**src/rtl/hbm_rd_stream.sv**
```systemverilog
// hbm_rd_stream: splits a read command into 4 KB-safe AXI4 INCR bursts and forwards R data as AXI4-Stream.
module hbm_rd_stream #(
   parameter int ADDR_W          = 33,
   parameter int DATA_W          = 256,
   parameter int LEN_W           = 20,
   parameter int MAX_BURST       = 16,
   parameter int MAX_OUTSTANDING = 8
) (
   input  logic              aclk,
   input  logic              areset,
   input  logic              cmd_valid,
   output logic              cmd_ready,
   input  logic [ADDR_W-1:0] cmd_addr,
   input  logic [LEN_W-1:0]  cmd_beats,
   output logic              m_axi_arvalid,
   input  logic              m_axi_arready,
   output logic [ADDR_W-1:0] m_axi_araddr,
   output logic [7:0]        m_axi_arlen,
   output logic [2:0]        m_axi_arsize,
   output logic [1:0]        m_axi_arburst,
   output logic [5:0]        m_axi_arid,
   input  logic              m_axi_rvalid,
   output logic              m_axi_rready,
   input  logic [DATA_W-1:0] m_axi_rdata,
   input  logic [1:0]        m_axi_rresp,
   input  logic              m_axi_rlast,
   output logic              m_axis_tvalid,
   input  logic              m_axis_tready,
   output logic [DATA_W-1:0] m_axis_tdata,
   output logic              m_axis_tlast,
   output logic              busy,
   output logic              done,
   output logic              err
);
   localparam int OUT_W = $clog2(MAX_OUTSTANDING + 1);
   typedef enum logic [1:0] {IDLE, ISSUE, DRAIN, DONE} state_t;
   state_t             r_state;
   logic               r_cmd_ready, r_arvalid, r_err, r_done, r_busy;
   logic [ADDR_W-1:0]  r_araddr;
   logic [7:0]         r_arlen;
   logic [LEN_W-1:0]   r_ar_left, r_data_left;
   logic [OUT_W-1:0]   r_out;
   logic               w_cmd_hs, w_ar_hs, w_r_hs, w_rl_hs, w_unused;
   logic [OUT_W-1:0]   w_out_next;
   logic [LEN_W-1:0]   w_left_next, w_ar_left_next;
   logic [ADDR_W-1:0]  w_cmd_addr, w_addr_next;
   logic [8:0]         w_cur, w_first, w_next;

   // beats to the next 4 KB page are 128 - addr[11:5]
   function automatic logic [8:0] f_burst(input logic [6:0] pg, input logic [LEN_W-1:0] l);
      logic [8:0] p;
      p = 9'd128 - {2'b00, pg};
      if (9'(MAX_BURST) < p) p = 9'(MAX_BURST);
      return (l < LEN_W'(p)) ? l[8:0] : p;
   endfunction

   always_comb begin
      w_cmd_hs       = cmd_valid & r_cmd_ready;
      w_ar_hs        = r_arvalid & m_axi_arready;
      w_r_hs         = m_axi_rvalid & m_axi_rready;
      w_rl_hs        = w_r_hs & m_axi_rlast;
      w_out_next     = r_out + OUT_W'(w_ar_hs) - OUT_W'(w_rl_hs);
      w_left_next    = r_data_left - LEN_W'(w_r_hs);
      w_cur          = {1'b0, r_arlen} + 9'd1;
      w_cmd_addr     = {cmd_addr[ADDR_W-1:5], 5'b0};
      w_addr_next    = r_araddr + ADDR_W'({w_cur, 5'b0});
      w_ar_left_next = r_ar_left - LEN_W'(w_cur);
      w_first        = f_burst(w_cmd_addr[11:5], cmd_beats);
      w_next         = f_burst(w_addr_next[11:5], w_ar_left_next);
   end

   assign w_unused      = ^{cmd_addr[4:0], m_axi_rresp[0]};
   assign cmd_ready     = r_cmd_ready;
   assign m_axi_arvalid = r_arvalid;
   assign m_axi_araddr  = r_araddr;
   assign m_axi_arlen   = r_arlen;
   assign m_axi_arsize  = 3'b101;
   assign m_axi_arburst = 2'b01;
   assign m_axi_arid    = 6'd0;
   assign m_axi_rready  = m_axis_tready & (r_state != IDLE);
   assign m_axis_tvalid = m_axi_rvalid & (r_state != IDLE);
   assign m_axis_tdata  = m_axi_rdata;
   assign m_axis_tlast  = (r_data_left == LEN_W'(1));
   assign busy          = r_busy;
   assign done          = r_done;
   assign err           = r_err;

   always_ff @(posedge aclk or posedge areset) begin
      if (areset) begin
         r_state     <= IDLE;
         r_cmd_ready <= 1'b0;
         r_arvalid   <= 1'b0;
         r_araddr    <= '0;
         r_arlen     <= '0;
         r_ar_left   <= '0;
         r_data_left <= '0;
         r_out       <= '0;
         r_err       <= 1'b0;
         r_done      <= 1'b0;
         r_busy      <= 1'b0;
      end else begin
         r_done      <= 1'b0;
         r_out       <= w_out_next;
         r_data_left <= w_left_next;
         if (w_r_hs & m_axi_rresp[1]) r_err <= 1'b1;
         case (r_state)
            IDLE: begin
               r_cmd_ready <= ~w_cmd_hs;
               if (w_cmd_hs) begin
                  r_err <= 1'b0;
                  if (cmd_beats == '0) begin
                     r_state <= DONE;
                     r_done  <= 1'b1;
                  end else begin
                     r_state     <= ISSUE;
                     r_busy      <= 1'b1;
                     r_arvalid   <= 1'b1;
                     r_araddr    <= w_cmd_addr;
                     r_arlen     <= 8'(w_first - 9'd1);
                     r_ar_left   <= cmd_beats;
                     r_data_left <= cmd_beats;
                  end
               end
            end
            ISSUE: begin
               if (w_ar_hs) begin
                  r_araddr  <= w_addr_next;
                  r_ar_left <= w_ar_left_next;
                  if (w_ar_left_next == '0) begin
                     r_state   <= DRAIN;
                     r_arvalid <= 1'b0;
                  end else begin
                     r_arlen   <= 8'(w_next - 9'd1);
                     r_arvalid <= w_out_next < OUT_W'(MAX_OUTSTANDING);
                  end
               end else if (!r_arvalid) r_arvalid <= w_out_next < OUT_W'(MAX_OUTSTANDING);
            end
            DRAIN: begin
               if (w_left_next == '0 && w_out_next == '0) begin
                  r_state <= DONE;
                  r_done  <= 1'b1;
                  r_busy  <= 1'b0;
               end
            end
            DONE: begin
               r_state     <= IDLE;
               r_cmd_ready <= 1'b1;
            end
         endcase
      end
   end
endmodule
```
**config.mk**
```make
export PLATFORM = sky130hd
export DESIGN_NAME = hbm_rd_stream
export DESIGN_NICKNAME = d
export VERILOG_FILES = /design/src/rtl/hbm_rd_stream.sv
export SDC_FILE = /design/constraint.sdc
export NUM_CORES = 1
export LEC_CHECK = 0
export ABC_AREA = 0
export CORE_AREA = 2 2 244 246
export CTS_CLUSTER_DIAMETER = 200
export DETAILED_ROUTE_END_ITERATION = 10
export DIE_AREA = 0 0 246 248
export SLEW_MARGIN = 15
export SYNTH_ARGS = -nofsm -noshare
export SYNTH_HDL_FRONTEND = slang
export SYNTH_SLANG_ARGS = --single-unit
```
**constraint.sdc**
```tcl
create_clock -name aclk -period 7.2 [get_ports aclk]
set_input_delay 1.08 -clock aclk [delete_from_list [all_inputs] [get_ports aclk]]
set_output_delay 1.08 -clock aclk [all_outputs]
set_load 0.03 [all_outputs]
```
==> metrics.txt <==
measured slew at the worst slew-check pin=0.848 ns; compound-cell area share of the yosys netlist=17.0%; Top-Level Pins=634; total grt overflow=0; # port buffers=99; CTS Hold Bufs=0; Layout fillers=6550; commonest non-fill, non-tap cells in the layout=clkdlybuf4s50_1 (99), nand2_1 (91), a21oi_1 (87), dfrtp_1 (87), nor2_1 (77); area growth from synthesis to layout=2.83%; Rows=89; VDD IR max=0.217 mV; Die W=246 um; NumNets Final=1339; Final ANT Viol Nets=0; post-route clock period utilization=91.7%; Seq/Total Area, Yosys=23.9%; global-route wire length before repair=43900 um; H-tree levels=3; DR vias/cell=4.10; worst skew pair latency=0.38 ns; Initial DRT Pass Iterations=5; synthesis-stage register bit count=87; Synth async-reset ratio=100%; share of layout cells above drive strength 1=4.30%; fin cells=1752; Layout Skew=0.0230 ns; most common cell after layout, fill and taps aside=clkdlybuf4s50_1; pin count of the biggest net entering global routing=69; final hold vios=0; post-DR wirelength/cell=17.2 um; Hold WC Path Type=reg -> reg; full die area=61000 um2; Setup CP Type=reg -> reg; clock-pin slew on the worst setup and hold paths=0.08 ns; Setup TNS Final=0 ns; initial core utilization=15.6%; antenna violations before repair=3; Post-Syn Area=9100 um2; critical path arrival=6.84 ns; Die Ht=248 um; DR iter-0 viols=312; largest family of logic cells by synthesized area=buffers and inverters; minimum clock period=6.60 ns; Startpoint Class=flip-flop; CTS Buf Count=9; number of enable flip-flop cells after synthesis=0; maximum clock frequency=0.152 GHz; Post-route DRC=0; clk buf depth=2; RSZ-0062 raised after global routing=no; Resized cells post-CTS=0; placed instance count=1734; vias in the first global route=7269; crit end category=flip-flop; Power Total=5150 uW; run status=complete, no violations; Simple-Gate Fraction of Synth Area=16.9%; CP Max Fanout=7; Syn Area/Cell=7.95 um2; area of the core=58500 um2; Hold Worst Slack=0.495 ns; setup violators final=0; setup bufs post-CTS=0; number of max-cap violations=0; Max Slew Vio Count=0; DRT Wirelength=30100 um; Synth top area share=23.9%; Slew HR=43.4%; leading area contributor after synthesis=dfrtp_1; detailed placement HPWL=23700 um; Unique masters post-synth=71; Non-Filler Cell Area, Final=9360 um2; mux contribution to synthesized area=4.50%; Num Clock Sinks=87; top post-synthesis cells by area=dfrtp_1 (24%), buf_4 (22%), ha_1 (6.3%); Cell Pwr Density=550 nW/um2; placed cell area=9000 um2; Leakage=0.00376 uW; CP Data Required Time=7.44 ns; vias after detailed routing=7187; ys flop type=dfrtp_1; Synth Area in XOR/XNOR=4.43%; warnings from Yosys=0; Synth Area in Adders=6.98%; CTS tree=yes; Post-Syn Instances=1145; GRT Util Overall=9.57%; CTS Root Cell=clkbuf_16; RD Place Congestion=0.872
sequential cells by signal, summed over array words and instances, names as in the netlist:
register       cells
err                1
m_axi_araddr      28
r_out              4
m_axi_arvalid      1
cmd_ready          1
busy               1
r_state            2
m_axi_arlen        8
r_data_left       20
r_ar_left         20
done               1
per-layer routing:
layer  track usage [%]  wire length (um)  vias up
met3              4.23              2840      127
li1                  -                 -     3346
met1              10.1             11600     3372
met2              16.0             14100      338
met5             0.636                55        -
met4              4.99              1480        4
cells in the mapped netlist (22+ instances only):
cell type,n
xnor2_1,28
buf_4,272
inv_1,49
mux2i_1,36
ha_1,46
nor3_1,22
clkbuf_1,37
a21oi_1,87
nand2_1,91
nand3_1,25
dfrtp_1,87
o21ai_0,44
nor2_1,77
worst max-delay path, stage by stage, from the launching register on:
cell      delay [ns]
dfrtp_1         0.42
ha_1            0.21
nand3_1         0.12
xnor2_1         0.28
ha_1            0.33
and3_1          0.18
a221oi_1        0.39
xnor2_1         0.20
or3b_2          0.52
a31oi_1         0.25
nand3_1         0.16
ha_1            0.33
a21oi_1         0.18
o211ai_1        0.10
o41a_1          0.36
or4b_1          0.68
mux2i_1         0.18
a21oi_1         0.35
ha_1            0.24
inv_1           0.04
a211oi_1        0.35
nand2_1         0.12
xor2_1          0.18
mux2_2          0.28
logic make-up after synthesis:
family	Yosys count
adder cells (fa/ha/maj)	49
flip-flops	87
XOR/XNOR	46
AND/OR/NAND/NOR	312
AO/OA/AOI/OAI	248
other	2
buffers and inverters	361
multiplexers	40
path summary, 6_finish.rpt:
| path | startpoint | endpoint | slack (ns) | cells past startpoint |
|---|---|---|---|---|
| min in group asynchronous | areset | r_data_left[17]$_DFF_PP0_ | 1.11 | 2 |
| setup / recovery | m_axi_arlen[0]$_DFFE_PP0P_ | m_axi_arlen[4]$_DFFE_PP0P_ | 0.60 | 23 |
| hold / removal | r_ar_left[8]$_DFFE_PP0P_ | r_ar_left[8]$_DFFE_PP0P_ | 0.50 | 2 |
| hold reg to reg | r_ar_left[8]$_DFFE_PP0P_ | r_ar_left[8]$_DFFE_PP0P_ | 0.50 | 2 |
| setup reg to reg | m_axi_arlen[0]$_DFFE_PP0P_ | m_axi_arlen[4]$_DFFE_PP0P_ | 0.60 | 23 |
| max in group asynchronous | areset | m_axi_araddr[20]$_DFFE_PP0P_ | 4.90 | 3 |
through the flow:
stage	setup WS, ns	util, %
after global routing	0.232	16.0
final	0.599	16.0
after floorplan	1.42	-
after global placement	0.933	15.4
after detailed placement	0.683	15.4
after CTS	0.641	16.0
where the power goes:
part | internal (uW) | switching (uW) | leakage [uW]
logic | 1410 | 2120 | 0.00257
clock network | 344 | 239 | 0.000172
registers | 738 | 303 | 0.00102
area by class of cell:
type | count | area, um2 | area share (%)
Multi-Input combinational cell | 717 | 4610 | 49.3
Antenna cell | 2 | 5.00 | 0.0535
Clock buffer | 9 | 225 | 2.41
Sequential cell | 87 | 2180 | 23.3
Inverter | 49 | 186 | 1.99
Timing Repair Buffer | 108 | 1060 | 11.3
Tap cell | 773 | 967 | 10.3
Clock inverter | 7 | 124 | 1.32
Note: power is estimated with default switching activity, not from simulation.
